--- config.mk ---
export PLATFORM = sky130hd
export DESIGN_NAME = wb_write_arbiter
export DESIGN_NICKNAME = d
export VERILOG_FILES = /design/src/rtl/wb_write_arbiter.sv
export SDC_FILE = /design/constraint.sdc
export NUM_CORES = 1
export LEC_CHECK = 0
export ABC_AREA = 1
export BUFFER_PORTS_ARGS = -buffer_cell sky130_fd_sc_hd__buf_2
export CORE_MARGIN = 1
export CORE_UTILIZATION = 55
export CTS_CLUSTER_DIAMETER = 30
export DETAILED_ROUTE_END_ITERATION = 6
export PLACE_DENSITY = 0.82
export SLEW_MARGIN = 25
export SYNTH_ARGS = -nofsm -noshare
export SYNTH_HDL_FRONTEND = slang
export SYNTH_SLANG_ARGS = --single-unit
--- constraint.sdc ---
create_clock -name clk -period 2.8 [get_ports clk]
set_input_delay 0.28 -clock clk [delete_from_list [all_inputs] [get_ports clk]]
set_output_delay 0.28 -clock clk [all_outputs]
set_load 0.03 [all_outputs]
--- src/rtl/wb_write_arbiter.sv ---
// Arbitrates the single register-file write port between the W stage and queued MDU results.
// Port selection is combinational, with no added latency. MDU results wait in a FIFO; mdu_ready drops when the FIFO is full.
module wb_write_arbiter #(
  parameter int DEPTH = 4,
  parameter int XLEN  = 32
) (
  input  logic                   clk,
  input  logic                   rst_n,
  input  logic                   RegWrite_W,
  input  logic [4:0]             Rd_W,
  input  logic [XLEN-1:0]        Result_W,
  input  logic                   mdu_valid,
  input  logic [4:0]             mdu_rd,
  input  logic [XLEN-1:0]        mdu_data,
  output logic                   mdu_ready,
  output logic [4:0]             A3_W,
  output logic [XLEN-1:0]        WD3_W,
  output logic                   WE3_W,
  output logic [31:0]            busy_mask,
  output logic [$clog2(DEPTH):0] fifo_count
);

  localparam int PW = $clog2(DEPTH);
  localparam logic [PW:0] FULL_CNT = (PW+1)'(DEPTH);

  typedef struct packed {
    logic [4:0]      rd;
    logic [XLEN-1:0] data;
    logic            live;
  } ent_t;

  ent_t          mem_q [DEPTH];
  ent_t          mem_d [DEPTH];
  logic [PW-1:0] rd_ptr_q, rd_ptr_d;
  logic [PW-1:0] wr_ptr_q, wr_ptr_d;
  logic [PW:0]   count_q, count_d;

  ent_t head;
  logic w_sel;
  logic empty;
  logic pop;
  logic push;

  always_comb begin
    head  = mem_q[rd_ptr_q];
    w_sel = RegWrite_W && (Rd_W != 5'd0);
    empty = (count_q == '0);
    mdu_ready = rst_n && (count_q < FULL_CNT);
    // A dead head is retired even while the W stage owns the port.
    pop   = !empty && (!w_sel || !head.live);
    push  = mdu_valid && mdu_ready && (mdu_rd != 5'd0);
  end

  always_comb begin
    A3_W  = 5'd0;
    WD3_W = '0;
    WE3_W = 1'b0;
    if (rst_n) begin
      if (w_sel) begin
        A3_W  = Rd_W;
        WD3_W = Result_W;
        WE3_W = 1'b1;
      end else if (!empty) begin
        A3_W  = head.rd;
        WD3_W = head.data;
        WE3_W = head.live;
      end
    end
  end

  always_comb begin
    busy_mask = 32'd0;
    for (int i = 0; i < DEPTH; i++) begin
      if (mem_q[i].live) busy_mask[mem_q[i].rd] = 1'b1;
    end
  end

  assign fifo_count = count_q;

  always_comb begin
    for (int i = 0; i < DEPTH; i++) mem_d[i] = mem_q[i];
    rd_ptr_d = rd_ptr_q;
    wr_ptr_d = wr_ptr_q;
    count_d  = count_q;
    // The younger W-stage value supersedes any older queued write to the same register.
    if (w_sel) begin
      for (int i = 0; i < DEPTH; i++) begin
        if (mem_q[i].rd == Rd_W) mem_d[i].live = 1'b0;
      end
    end
    if (pop) begin
      mem_d[rd_ptr_q].live = 1'b0;
      rd_ptr_d = rd_ptr_q + PW'(1);
    end
    if (push) begin
      mem_d[wr_ptr_q] = '{rd: mdu_rd, data: mdu_data, live: 1'b1};
      wr_ptr_d = wr_ptr_q + PW'(1);
    end
    if (push && !pop) count_d = count_q + (PW+1)'(1);
    else if (pop && !push) count_d = count_q - (PW+1)'(1);
  end

  always_ff @(posedge clk or negedge rst_n) begin
    if (!rst_n) begin
      for (int i = 0; i < DEPTH; i++) mem_q[i] <= '0;
      rd_ptr_q <= '0;
      wr_ptr_q <= '0;
      count_q  <= '0;
    end else begin
      for (int i = 0; i < DEPTH; i++) mem_q[i] <= mem_d[i];
      rd_ptr_q <= rd_ptr_d;
      wr_ptr_q <= wr_ptr_d;
      count_q  <= count_d;
    end
  end

endmodule

### Word-level counts from Yosys, hierarchy flattened

Index checks and enable logic that the tools add are counted.

| operators by class | value |
|---|---|
| add/sub/neg operators | 4 |
| magnitude comparators | 13 |
| eq/ne operators | 4 |
| multiplexer cells | 42 |
| bitwise gates (word level) | 5 |
| reductions and logical operators | 23 |

Operators with widths:

| operator | count |
|---|---|
| bitwise mux 152 bit | 2 |
| two-way mux 152 bit | 2 |
| two-way mux 32 bit | 7 |
| demux 38 bit (select 2 bit) | 2 |
| two-way mux 38 bit | 3 |
| bitwise OR 32 bit | 3 |
| binary-select mux 38 bit (select 2 bit) | 1 |
| less-than comparator 5 x 6 -> 1 bit (second input constant) | 4 |
| demux 1 bit (select 5 bit) | 4 |
| equality test 5 bit | 4 |
| >= comparator 5 x 1 -> 1 bit (second input constant) | 4 |
| two-way mux 1 bit | 16 |
| two-way mux 5 bit | 3 |
| logical AND 1 bit | 13 |
| nonzero test 5 bit | 2 |
| >= comparator 3 bit (second input constant) | 2 |
| less-than comparator 3 x 1 -> 1 bit (second input constant) | 2 |
| two-way mux 3 bit | 2 |
| inverter 2 -> 3 bit | 2 |
| logical NOT 1 bit | 5 |
| adder 2 x 1 -> 2 bit (second input constant) | 2 |
| adder 3 x 1 -> 3 bit (second input constant) | 1 |
| logical NOT 3 bit | 1 |
| less-than comparator 3 bit (second input constant) | 1 |
| 3 further kinds | 3 |

| word-level totals | value |
|---|---|
| register bits | 159 |
| bits of input ports | 78 |
| logic and storage cells | 106 |

### Longest topological paths before layout

Gate-level depths: netlist of run 1.

| depth | value |
|---|---|
| word-level depth | 11 |
| mapped depth | 14 |

### Worst setup path after synthesis of run 1

No wires, ideal clock.

| timing path | value |
|---|---|
| path type | flip-flop to flip-flop |
| start point | register rd_ptr_q[1] |
| end point | register count_q[1] (netlist: fifo_count[1]) |
| library setup time | 0.125 ns |
| arrival | 1.930 ns |
| path slack | 0.745 ns |
| stages on the path, launching flop included | 12 |
| buffers on the path | 1 |
| cell sequence | dfrtp_1 inv_1 buf_2 nand3_1 nand2_1 nand2_1 nand2_2 inv_1 ha_1 inv_1 fa_1 mux2_2 |

| on the way | value |
|---|---|
| longest elaborated chain between the ends | 10 |

Ends and longest elaborated chain:

| what | RTL line | RTL |
|---|---|---|
| start, declared | 34 | `logic [PW-1:0] rd_ptr_q, rd_ptr_d;` |
| start signal, assigned | 111 | `rd_ptr_q <= rd_ptr_d;` |
| inverter 2 -> 3 bit (implied by the code) | 45 | `head = mem_q[rd_ptr_q];` |
| binary-select mux 38 bit (select 2 bit) | 45 |  |
| two-way mux 38 bit (implied by the code) (2 in series) | 45 |  |
| logical NOT 1 bit | 50 | `pop = !empty && (!w_sel \|\| !head.live);` |
| logical OR 1 bit | 50 |  |
| logical AND 1 bit | 50 |  |
| logical NOT 1 bit | 99 | `if (push && !pop) count_d = count_q + (PW+1)'(1);` |
| logical AND 1 bit | 99 |  |
| two-way mux 3 bit | 99 |  |
| via count_d[1] | 36 | `logic [PW:0] count_q, count_d;` |
| end signal, assigned | 113 | `count_q <= count_d;` |
| end, declared | 36 |  |

The timed path passes the listed nets, and every way through them passes these cells. The select of a mux whose other input is x is not followed.
A chain may end at the register's enable or synchronous reset.

### Final worst setup path of run 1

| timing path | value |
|---|---|
| start point | register rd_ptr_q[1] |
| end point | output A3_W[0] |

| on the way | value |
|---|---|
| longest elaborated chain between the ends | 7 |

Ends and longest elaborated chain:

| what | RTL line | RTL |
|---|---|---|
| inverter 2 -> 3 bit (implied by the code) | 45 |  |
| binary-select mux 38 bit (select 2 bit) | 45 |  |
| two-way mux 38 bit (implied by the code) (2 in series) | 45 |  |
| two-way mux 5 bit | 63 | `end else if (!empty) begin` |
| two-way mux 5 bit | 59 | `if (w_sel) begin` |
| two-way mux 5 bit | 58 | `if (rst_n) begin` |
| end, declared | 16 | `output logic [4:0] A3_W,` |

No other way between the ends. The select of a mux whose other input is x is not followed.

==> metrics.md, run 1 <==
| Metric | Value |
|---|---|
| Top Ports | `152` |
| Final Hold Fails | `0` |
| Fraction of final layout cells with drive strength greater than 1 | `0.239` |
| Largest net degree at the start of global routing | `148` |
| CTS tree | `built` |
| Critical path fanouts, max | `35` |
| Fraction of synthesized cell area taken by the top area cell type | `0.429` |
| Starting Density | `0.561` |
| Final number of max-transition violations | `0` |
| Area of the multi-input gates | `between 4000 and 5000 sq um` |
| Global-route wire length before repair | `between 40000 and 50000 microns` |
| Final Power | `11.8 mW` |
| Area after DPL | `9900 sq um` |
| Sequential cell area | `3980 sq um` |
| Via count | `8807` |
| Fillers | `1396` |
| Mean routed wirelength per cell | `16.9 microns` |
| Clock latency of the later-clocked register in the worst-skew pair | `430 ps` |
| Worst min-delay path class | `in -> reg` |
| ANT cells | `0` |
| Arrival time worst endpoint | `2280 ps` |
| Mean instance size in the synthesized netlist | `between 8 and 9 sq um` |
| Final ANT Viol Nets | `0` |
| Post-synth net total | `1234` |
| Status | `completed` |
| Cell area after synthesis | `9270 sq um` |
| Count of nets after finishing | `1340` |
| Endpoint class of the critical path | `output pin` |
| Inserted Clock Buffers | `17` |
| Core footprint | `16500 sq um` |
| Die Area | `17400 sq um` |
| Gate count of the mapped netlist | `1146` |
| Actual transition at the worst max-transition pin | `799 ps` |
| Critical path class | `reg -> out` |
| CP required | `around 2500 ps` |
| Total Routing Usage GR | `0.298` |
| Via count of the first global-routing pass | `8104` |
| Period Utilization, post-route | `0.914` |
| Horizontal die dimension | `132 microns` |
| Clk_skew | `7.13 ps` |
| Number of levels in the clock H-tree | `4` |
| Clock root buffer | `sky130_fd_sc_hd__clkbuf_16` |
| Post-layout min period | `2560 ps` |
| DRC viols | `0` |
| Post-synthesis sequential area ratio | `0.429` |
| Total congestion overflow after global routing | `0` |
| Worst slack on hold paths | `about 150 ps` |
| Power dissipated by switching net loads | `5.26 mW` |
| Number of antenna violations at the first check in global routing | `0` |
| Area growth from synthesis to layout | `13.4%` |
| Placement Rows | `47` |
| CTS max path bufs | `2` |
| Iter 0 DRT Violations | `1098` |
| Number of synthesized register bits | `~160` |
| Chip height | `132 microns` |
| Ys flop type | `sky130_fd_sc_hd__dfrtp_1` |
| Clk sinks | `159` |
| Power density normalized to cell area | `1120 nW/um^2` |
| Post-synthesis cell type with the largest combined area | `sky130_fd_sc_hd__dfrtp_1` |
| Final setup violation count | `0` |
| Clock-pin slew reported for the worst setup and hold paths after clock tree synthesis | `roughly 70 ps` |
| Final-layout setup total negative slack | `0 ps` |
| Worst slack at placement | `about 600 ps` |
| Achievable clock frequency | `391 MHz` |
| Relative slew margins | `0.468` |
| Design Area, Final | `10500 sq um` |
| Detail-routed via count per cell | `5.93` |
| Sw Ratio | `0.445` |
| Warning count from the yosys run | `0` |
| Crit path launch type | `flop` |
| Total internal power | `6.55 mW` |
| Sequential share of power | `0.359` |
| Largest cells by area after synthesis | `sky130_fd_sc_hd__dfrtp_1 43%, sky130_fd_sc_hd__nand2_1 11%, sky130_fd_sc_hd__o21ai_0 6.3%` |
| Share of async-settable or async-resettable flops after synthesis | `1.00` |
| RSZ-0062 raised after global routing | `false` |
| Smallest setup slack after layout | `~240 ps` |
| Highest ir drop seen on vdd | `between 0.5 and 0.6 mV` |
| PortBufs | `around 150` |
| Comb pwr share | `0.443` |
| Max-cap viol count | `0` |
| Count of different cell masters after synthesis | `37` |
| DR pass1 iterations | `6` |
| Number of synthesized flops with an enable pin | `0` |
| Share of power burned in the clock network | `0.198` |
| HPWL after detailed placement | `16100 microns` |
| Routability congestion estimate | `around 0.99` |
| DRT Wirelength | `25100 microns` |
| Static power due to leakage | `5.12 nW` |
## power groups by stage
stage	registers, mW	clock network, mW	logic, mW
3_5_place_dp	4.23	0	5.13
2_1_floorplan	3.94	0	4.18
4_1_cts	4.21	2.36	5.18
3_3_place_gp	4.19	0	5.01
6_report	4.24	2.34	5.23
5_1_grt	4.36	2.47	5.80
## state kept, by name, indices dropped and copies added, names as in the netlist
signal      cells
fifo_count      3
mem_q         152
rd_ptr_q        2
wr_ptr_q        2
## Yosys cell counts (24+ instances only)
master	number
sky130_fd_sc_hd__o22ai_1	71
sky130_fd_sc_hd__nand3_1	54
sky130_fd_sc_hd__o21ai_0	117
sky130_fd_sc_hd__nand2_1	271
sky130_fd_sc_hd__o21ai_2	49
sky130_fd_sc_hd__buf_6	30
sky130_fd_sc_hd__inv_1	66
sky130_fd_sc_hd__a21oi_1	24
sky130_fd_sc_hd__o21ai_1	59
sky130_fd_sc_hd__nor2_1	81
sky130_fd_sc_hd__buf_2	24
sky130_fd_sc_hd__dfrtp_1	159
## critical path, stage by stage (launching register included)
cell and delay, ps:
sky130_fd_sc_hd__dfrtp_1 510, sky130_fd_sc_hd__buf_4 430, sky130_fd_sc_hd__o21ai_0 150, sky130_fd_sc_hd__o21ai_0 300, sky130_fd_sc_hd__nand2_1 110, sky130_fd_sc_hd__a21oi_2 120
sky130_fd_sc_hd__buf_2 200
## cells in the final DEF (no fill, tap or decap), types with 6 or more instances in the layout
master                      instances
sky130_fd_sc_hd__a21oi_1           24
sky130_fd_sc_hd__a21oi_2           23
sky130_fd_sc_hd__buf_12             6
sky130_fd_sc_hd__buf_2            150
sky130_fd_sc_hd__buf_4              7
sky130_fd_sc_hd__clkbuf_16         17
sky130_fd_sc_hd__dfrtp_1          158
sky130_fd_sc_hd__ha_1               9
sky130_fd_sc_hd__inv_1             65
sky130_fd_sc_hd__nand2_1          271
sky130_fd_sc_hd__nand2_4            6
sky130_fd_sc_hd__nand3_1           54
sky130_fd_sc_hd__nor2_1            81
sky130_fd_sc_hd__o21ai_0          117
sky130_fd_sc_hd__o21ai_1           59
sky130_fd_sc_hd__o21ai_2           49
sky130_fd_sc_hd__o221ai_1          13
sky130_fd_sc_hd__o22a_1            10
sky130_fd_sc_hd__o22ai_1           71
sky130_fd_sc_hd__or2_1              6
sky130_fd_sc_hd__or2_2             13
sky130_fd_sc_hd__xnor2_1            9
sky130_fd_sc_hd__xor2_1             7
## stage by stage
step / util / std cells
6_report: 0.636 / 1485
5_1_grt: 0.636 / 1485
4_1_cts: 0.636 / 1485
3_5_place_dp: 0.599 / 1452
3_3_place_gp: 0.599 / 1452
2_1_floorplan: - / 1146
## per-layer routing
layer	share of wire	track usage	routed length, microns	vias to the layer above
met4	0.023	0.115	567	0
li1	-	-	-	4092
met3	0.085	0.0408	2130	64
met5	0	0	0	-
met2	0.47	0.472	11900	491
met1	0.42	0.416	10500	4160
## repair_timing
action,CTS,global route
endpoints found under the hold margin,12,0
buffers inserted,0,0
hold buffers,1,0
setup endpoints to repair,0,0
resized for setup,0,0
## cell families (layout without fill, tap and decap cells)
kind of cell,Yosys count,after routing,share of synthesized area
xor gates and xnor gates,16,16,0.0151
AOI/OAI and AO/OA,368,368,0.247
DFF,159,159,0.429
buffers and inverters,150,269,0.0926
adders and majority gates,10,10,0.0143
and+or+nand+nor,442,442,0.200
muxes,1,1,0.00122
## worst paths after layout
path	cells past startpoint	end	from	slack, ps
hold / removal	3	mem_q[134]	mdu_data[19]	150
setup reg to reg	11	fifo_count[1]	rd_ptr_q[0]	630
setup / recovery	6	A3_W[0]	rd_ptr_q[1]	240
hold reg to reg	2	mem_q[81]	mem_q[81]	480
min in group asynchronous	2	mem_q[0]	rst_n	250
max in group asynchronous	3	rd_ptr_q[0]	rst_n	1500
## final cells by class
cell class	instances	area share
multi-input cells	837	0.422
flip-flops and latches	159	0.379
repair buffers	165	0.0899
clock buffers	18	0.0418
inverters	72	0.0268
well taps	220	0.0262
clock inverters	14	0.0149
(Power assumes the default switching activity.)
==> run 2, diff against run 1 <==
- BUFFER_PORTS_ARGS: -buffer_cell sky130_fd_sc_hd__buf_2 -> default
- DONT_BUFFER_PORTS: default -> 1
- PLACE_DENSITY: 0.82 -> 0.74
==> metrics.md, run 2 (synthesis gave the netlist of run 1 again) <==
| Metric | Value |
|---|---|
| Status | `finished, violations left (was completed)` |
| Violated checks | `negative hold slack` |
| Arrival time worst endpoint | `2170 ps (was 2280 ps)` |
| Starting Density | `0.561 (unchanged)` |
| Placement Rows | `47 (unchanged)` |
| DRT Wirelength | `24200 microns (was 25100 microns)` |
| Flip-flop count of the largest register after layout | `152 (unchanged)` |
| Number of antenna violations at the first check in global routing | `0 (unchanged)` |
| Clk_skew | `10.6 ps (was 7.13 ps)` |
| Commonest non-fill, non-tap cell in the layout | `sky130_fd_sc_hd__nand2_1 (unchanged)` |
| Post-CTS setup buffer count | `0 (unchanged)` |
| Fillers | `1488 (was 1396)` |
| RSZ-0062 raised after global routing | `false (unchanged)` |
| Period Utilization, post-route | `0.874 (was 0.914)` |
| Top Ports | `152 (unchanged)` |
| Power density normalized to cell area | `1170 nW/um^2 (was 1120 nW/um^2)` |
| Critical path class | `reg -> out (unchanged)` |
| Critical path fanouts, max | `39 (was 35)` |
| Final Power | `11.7 mW (was 11.8 mW)` |
| Register with the most flip-flops | `mem_q (unchanged)` |
| PortBufs | `0 (was 151)` |
| Most frequent cells in the layout | `271 x sky130_fd_sc_hd__nand2_1, 158 x sky130_fd_sc_hd__dfrtp_1, 117 x sky130_fd_sc_hd__o21ai_0, 81 x sky130_fd_sc_hd__nor2_1, 71 x sky130_fd_sc_hd__o22ai_1 (was 271 x sky130_fd_sc_hd__nand2_1, 158 x sky130_fd_sc_hd__dfrtp_1, 150 x sky130_fd_sc_hd__buf_2, 117 x sky130_fd_sc_hd__o21ai_0, 81 x sky130_fd_sc_hd__nor2_1)` |
| Final setup violation count | `0 (unchanged)` |
| DRC viols | `0 (unchanged)` |
| Clk sinks | `159 (unchanged)` |
| Chip height | `132 microns (unchanged)` |
| Clock latency of the later-clocked register in the worst-skew pair | `420 ps (was 430 ps)` |
| Max-cap viol count | `0 (unchanged)` |
| Final Hold Fails | `159 (was 0)` |
| Mean routed wirelength per cell | `17.7 microns (was 16.9 microns)` |
| Static power due to leakage | `4.60 nW (was 5.12 nW)` |
| Global-route wire length before repair | `39100 microns (was 41400 microns)` |
| Via count of the first global-routing pass | `7736 (was 8104)` |
| Cts repair resizes | `0 (unchanged)` |
| Post-layout min period | `2450 ps (was 2560 ps)` |
| Count of nets after finishing | `1222 (was 1340)` |
| Fraction of final layout cells with drive strength greater than 1 | `0.160 (was 0.239)` |
| Largest net degree at the start of global routing | `162 (was 148)` |
| Number of levels in the clock H-tree | `4 (unchanged)` |
| DR pass1 iterations | `6 (unchanged)` |
| Endpoint class of the critical path | `output pin (unchanged)` |
| Routability congestion estimate | `0.997 (was 0.987)` |
| Core footprint | `16500 sq um (unchanged)` |
| Total Routing Usage GR | `0.284 (was 0.298)` |
| Total congestion overflow after global routing | `0 (unchanged)` |
| Clock-pin slew reported for the worst setup and hold paths after clock tree synthesis | `60 ps (was 70 ps)` |
| Actual transition at the worst max-transition pin | `934 ps (was 799 ps)` |
| Horizontal die dimension | `132 microns (unchanged)` |
| Worst slack on hold paths | `-445 ps (was 148 ps)` |
| Final cell utilization of the core | `0.605 (was 0.636)` |
| Critical path launch point | `rd_ptr_q[1] (unchanged)` |
| Relative slew margins | `0.377 (was 0.468)` |
| Area growth from synthesis to layout | `7.83% (was 13.4%)` |
| Achievable clock frequency | `409 MHz (was 391 MHz)` |
| Final-layout setup total negative slack | `0 ps (unchanged)` |
| CTS tree | `built (unchanged)` |
| Via count | `8173 (was 8807)` |
| Crit path launch type | `flop (unchanged)` |
| Iter 0 DRT Violations | `756 (was 1098)` |
| Inserted Clock Buffers | `17 (unchanged)` |
| HPWL after detailed placement | `14900 microns (was 16100 microns)` |
| Highest ir drop seen on vdd | `0.568 mV (was 0.591 mV)` |
| Clock root buffer | `sky130_fd_sc_hd__clkbuf_16 (unchanged)` |
| Final number of max-transition violations | `0 (unchanged)` |
| CTS max path bufs | `2 (unchanged)` |
| Worst min-delay path class | `in -> async (was in -> reg)` |
| Die Area | `17400 sq um (unchanged)` |
| ANT cells | `0 (unchanged)` |
| CP required | `2520 ps (about the same)` |
| Final ANT Viol Nets | `0 (unchanged)` |
| Detail-routed via count per cell | `5.98 (was 5.93)` |
| Launch instance of the worst register-to-register path | `fifo_count[1] (was rd_ptr_q[0])` |
[run 2: final cells by class]
cell class	count	area [sq um]	share of cell area
clock buffer	21	470	0.0471
timing repair buffer	47	403	0.0403
clock inverter	11	153	0.0153
sequential	159	3980	0.398
multi-input combinational	837	4430	0.443
inverter	72	282	0.0282
tap	220	275	0.0276
[run 2: power breakdown]
part,switching [mW],internal (mW),total [mW]
Clock,0.926,1.48,2.41
Combinational,3.25,1.81,5.06
Sequential,0.889,3.37,4.26
[run 2: stage by stage]
step | instance area, sq um | instances | hold WS (ps) | worst slack, ps
after floorplan | 9270 | 1146 | -15.6 | 745
after global placement | 9370 | 1335 | -10.7 | 658
after detailed placement | 9370 | 1335 | -9.72 | 624
after CTS | 9990 | 1367 | -460 | 352
after global routing | 9990 | 1367 | -465 | 220
final | 9990 | 1367 | -445 | 354
[run 2: path summary, 6_finish.rpt]
| check | slack [ps] | cells after the start | endpoint |
|---|---|---|---|
| min | -440 | 0 | mem_q[80] |
| max | 350 | 7 | WD3_W[29] |
| min reg2reg | 470 | 2 | mem_q[104] |
| max reg2reg | 620 | 9 | fifo_count[1] |
| min in group clk | 60 | 2 | mem_q[107] |
| max in group asynchronous | 2920 | 0 | rd_ptr_q[0] |
[run 2: worst max-delay path, cell delays in order, from the launching register on]
cell and delay, ps:
sky130_fd_sc_hd__dfrtp_1 400, sky130_fd_sc_hd__inv_1 90, sky130_fd_sc_hd__buf_4 430, sky130_fd_sc_hd__o21ai_0 170
sky130_fd_sc_hd__o22ai_1 240, sky130_fd_sc_hd__nand2_1 90, sky130_fd_sc_hd__a21oi_1 140, sky130_fd_sc_hd__buf_4 180
[run 2: routing by layer]
metal	track usage	share of wire
met5	0	0
met4	0.112	0.020
met3	0.0581	0.065
met2	0.461	0.48
met1	0.375	0.44
==> run 3, diff against run 2 <==
- SLEW_MARGIN: 25 -> 20
- clock period: 2.8 -> 3 ns (I/O delays scaled with it)
==> metrics.md, run 3 (synthesis gave the netlist of run 1 again) <==
| Metric | Value |
|---|---|
| DRC viols | `0 (unchanged)` |
| Worst r2r dst | `fifo_count[1] (unchanged)` |
| Share of power burned in the clock network | `0.204 (was 0.205)` |
| Final setup violation count | `0 (unchanged)` |
| CTS max path bufs | `2 (unchanged)` |
| Final cell utilization of the core | `0.599 (was 0.605)` |
| Worst slack on hold paths | `-431 ps (was -445 ps)` |
| DR pass1 iterations | `6 (unchanged)` |
| Sw Ratio | `0.429 (was 0.432)` |
| Final Hold Fails | `159 (unchanged)` |
| Iter 0 DRT Violations | `1021 (was 756)` |
| Highest ir drop seen on vdd | `0.525 mV (was 0.568 mV)` |
| Global-route wire length before repair | `40200 microns (was 39100 microns)` |
| RSZ-0062 raised after global routing | `false (unchanged)` |
| Achievable clock frequency | `379 MHz` |
| Post-CTS setup buffer count | `0 (unchanged)` |
| Arrival time worst endpoint | `2340 ps (was 2170 ps)` |
| Top Ports | `152 (unchanged)` |
| Launch instance of the worst register-to-register path | `fifo_count[1] (unchanged)` |
| Commonest non-fill, non-tap cell in the layout | `sky130_fd_sc_hd__nand2_1 (unchanged)` |
| Crit path launch type | `flop (unchanged)` |
| Period Utilization, post-route | `0.879` |
| Count of nets after finishing | `1218 (was 1222)` |
| Number of levels in the clock H-tree | `4 (unchanged)` |
| Endpoint class of the critical path | `output pin (unchanged)` |
| Final-layout setup total negative slack | `0 ps (unchanged)` |
| HPWL after detailed placement | `14800 microns (was 14900 microns)` |
| Number of antenna violations at the first check in global routing | `0 (unchanged)` |
| Routability congestion estimate | `0.996 (was 0.997)` |
| ANT cells | `0 (unchanged)` |
| Sequential share of power | `0.368 (was 0.363)` |
| Clock root buffer | `sky130_fd_sc_hd__clkbuf_16 (unchanged)` |
| Total internal power | `6.17 mW (was 6.66 mW)` |
| Number of cells on the worst reg-to-reg path | `9 (unchanged)` |
| CTS tree | `built (unchanged)` |
| Horizontal die dimension | `132 microns (unchanged)` |
| Via count of the first global-routing pass | `7716 (was 7736)` |
| Fraction of final layout cells with drive strength greater than 1 | `0.153 (was 0.160)` |
| Starting Density | `0.561 (unchanged)` |
| Post-layout min period | `between 2000 and 3000 ps` |
| Clock-pin slew reported for the worst setup and hold paths after clock tree synthesis | `60 ps (about the same)` |
| Core footprint | `16500 sq um (unchanged)` |
| Cts repair resizes | `0 (unchanged)` |
| Via count | `8001 (was 8173)` |
| Largest net degree at the start of global routing | `162 (unchanged)` |
| Mean routed wirelength per cell | `17.7 microns (about the same)` |
| Clk_skew | `8.68 ps (was 10.6 ps)` |
| CP required | `2700 ps (was 2520 ps)` |
| Violated checks | `negative hold slack (unchanged)` |
| Most frequent cells in the layout | `271 x sky130_fd_sc_hd__nand2_1, 158 x sky130_fd_sc_hd__dfrtp_1, 117 x sky130_fd_sc_hd__o21ai_0, 81 x sky130_fd_sc_hd__nor2_1, 71 x sky130_fd_sc_hd__o22ai_1 (unchanged)` |
| Critical path class | `reg -> out (unchanged)` |
| Critical path fanouts, max | `75 (was 39)` |
| DRT Wirelength | `24000 microns (was 24200 microns)` |
| Worst min-delay path class | `in -> async (unchanged)` |
| Power dissipated by switching net loads | `4.64 mW (was 5.07 mW)` |
| Detail-routed via count per cell | `5.88 (was 5.98)` |
| Max-cap viol count | `0 (unchanged)` |
| PortBufs | `0 (unchanged)` |
| Actual transition at the worst max-transition pin | `944 ps (was 934 ps)` |
| Register with the most flip-flops | `mem_q (unchanged)` |
| Comb pwr share | `0.428 (was 0.432)` |
| Area growth from synthesis to layout | `6.86% (was 7.83%)` |
| Clock latency of the later-clocked register in the worst-skew pair | `430 ps (was 420 ps)` |
| Flip-flop count of the largest register after layout | `152 (unchanged)` |
| Fillers | `1501 (was 1488)` |
| Total Routing Usage GR | `0.290 (was 0.284)` |
| Total congestion overflow after global routing | `0 (unchanged)` |
| Clk sinks | `159 (unchanged)` |
| Static power due to leakage | `4.56 nW (was 4.60 nW)` |
| Final number of max-transition violations | `0 (unchanged)` |
| Register-to-register setup slack | `810 ps (was 620 ps)` |
| Inserted Clock Buffers | `17 (unchanged)` |
| Final ANT Viol Nets | `0 (unchanged)` |
| Die Area | `17400 sq um (unchanged)` |
| Placement Rows | `47 (unchanged)` |
| Relative slew margins | `0.371 (was 0.377)` |
| Chip height | `132 microns (unchanged)` |
| Status | `finished, violations left (unchanged)` |
| Power density normalized to cell area | `1090 nW/um^2 (was 1170 nW/um^2)` |
run 3: cell types whose count changed in the layout (fill, tap and decap cells not counted):
cell,before,now
sky130_fd_sc_hd__clkbuf_1,1,4
sky130_fd_sc_hd__buf_12,4,2
sky130_fd_sc_hd__buf_4,43,41
sky130_fd_sc_hd__clkinvlp_4,3,1
sky130_fd_sc_hd__inv_6,3,1
sky130_fd_sc_hd__clkinv_2,2,1
sky130_fd_sc_hd__clkinv_4,3,2
run 3: layout make-up:
cell class / count / area [sq um] / area share
clock buffers: 24 / 482 / 0.0487
clock inverters: 5 / 106 / 0.0107
flip-flops and latches: 159 / 3980 / 0.402
multi-input cells: 837 / 4430 / 0.447
well taps: 220 / 275 / 0.0278
repair buffers: 43 / 348 / 0.0351
inverters: 72 / 282 / 0.0284
run 3: worst max-delay path, cell delays in order, from the launching register on:
cell	delay, ps
sky130_fd_sc_hd__dfrtp_2	410
sky130_fd_sc_hd__buf_4	640
sky130_fd_sc_hd__o21ai_0	200
sky130_fd_sc_hd__o22ai_1	190
sky130_fd_sc_hd__nand2_1	120
sky130_fd_sc_hd__a21oi_2	140
sky130_fd_sc_hd__buf_4	170
run 3: worst max-delay path by stage:
stage,from,end,cells past startpoint
floorplan,rd_ptr_q[1],fifo_count[1],11
global placement,fifo_count[0],fifo_count[1],9
detailed placement,fifo_count[1],fifo_count[1],9
CTS,rd_ptr_q[0],WD3_W[24],6
global route,rd_ptr_q[0],WD3_W[28],6
finish,rd_ptr_q[0],WD3_W[21],6
run 3: metrics by stage:
step                      area (sq um)  instances  worst slack, ps  hold slack (ps)  power [mW]
after floorplan                   9270       1146              945             4.41        7.58
after global placement            9310       1331              858             9.74        8.43
after detailed placement          9310       1331              818             9.26        8.57
after CTS                         9900       1360              390             -438        10.8
after global routing              9900       1360              206             -445        11.6
final                             9900       1360              363             -431        10.8
run 3: power by group through the flow:
stage | sequential (mW) | clock [mW] | combinational [mW]
after floorplan | 3.68 | 0 | 3.90
after global placement | 3.95 | 0 | 4.49
after detailed placement | 3.98 | 0 | 4.59
after CTS | 3.96 | 2.22 | 4.61
after global routing | 4.11 | 2.32 | 5.21
final | 3.98 | 2.20 | 4.63
run 3: per-layer routing:
metal,vias to the layer above,track usage,wire length [microns]
li1,3842,-,-
met1,3729,0.389,10200
met2,385,0.468,11500
met3,45,0.0581,1950
met4,0,0.107,425
met5,-,0,0
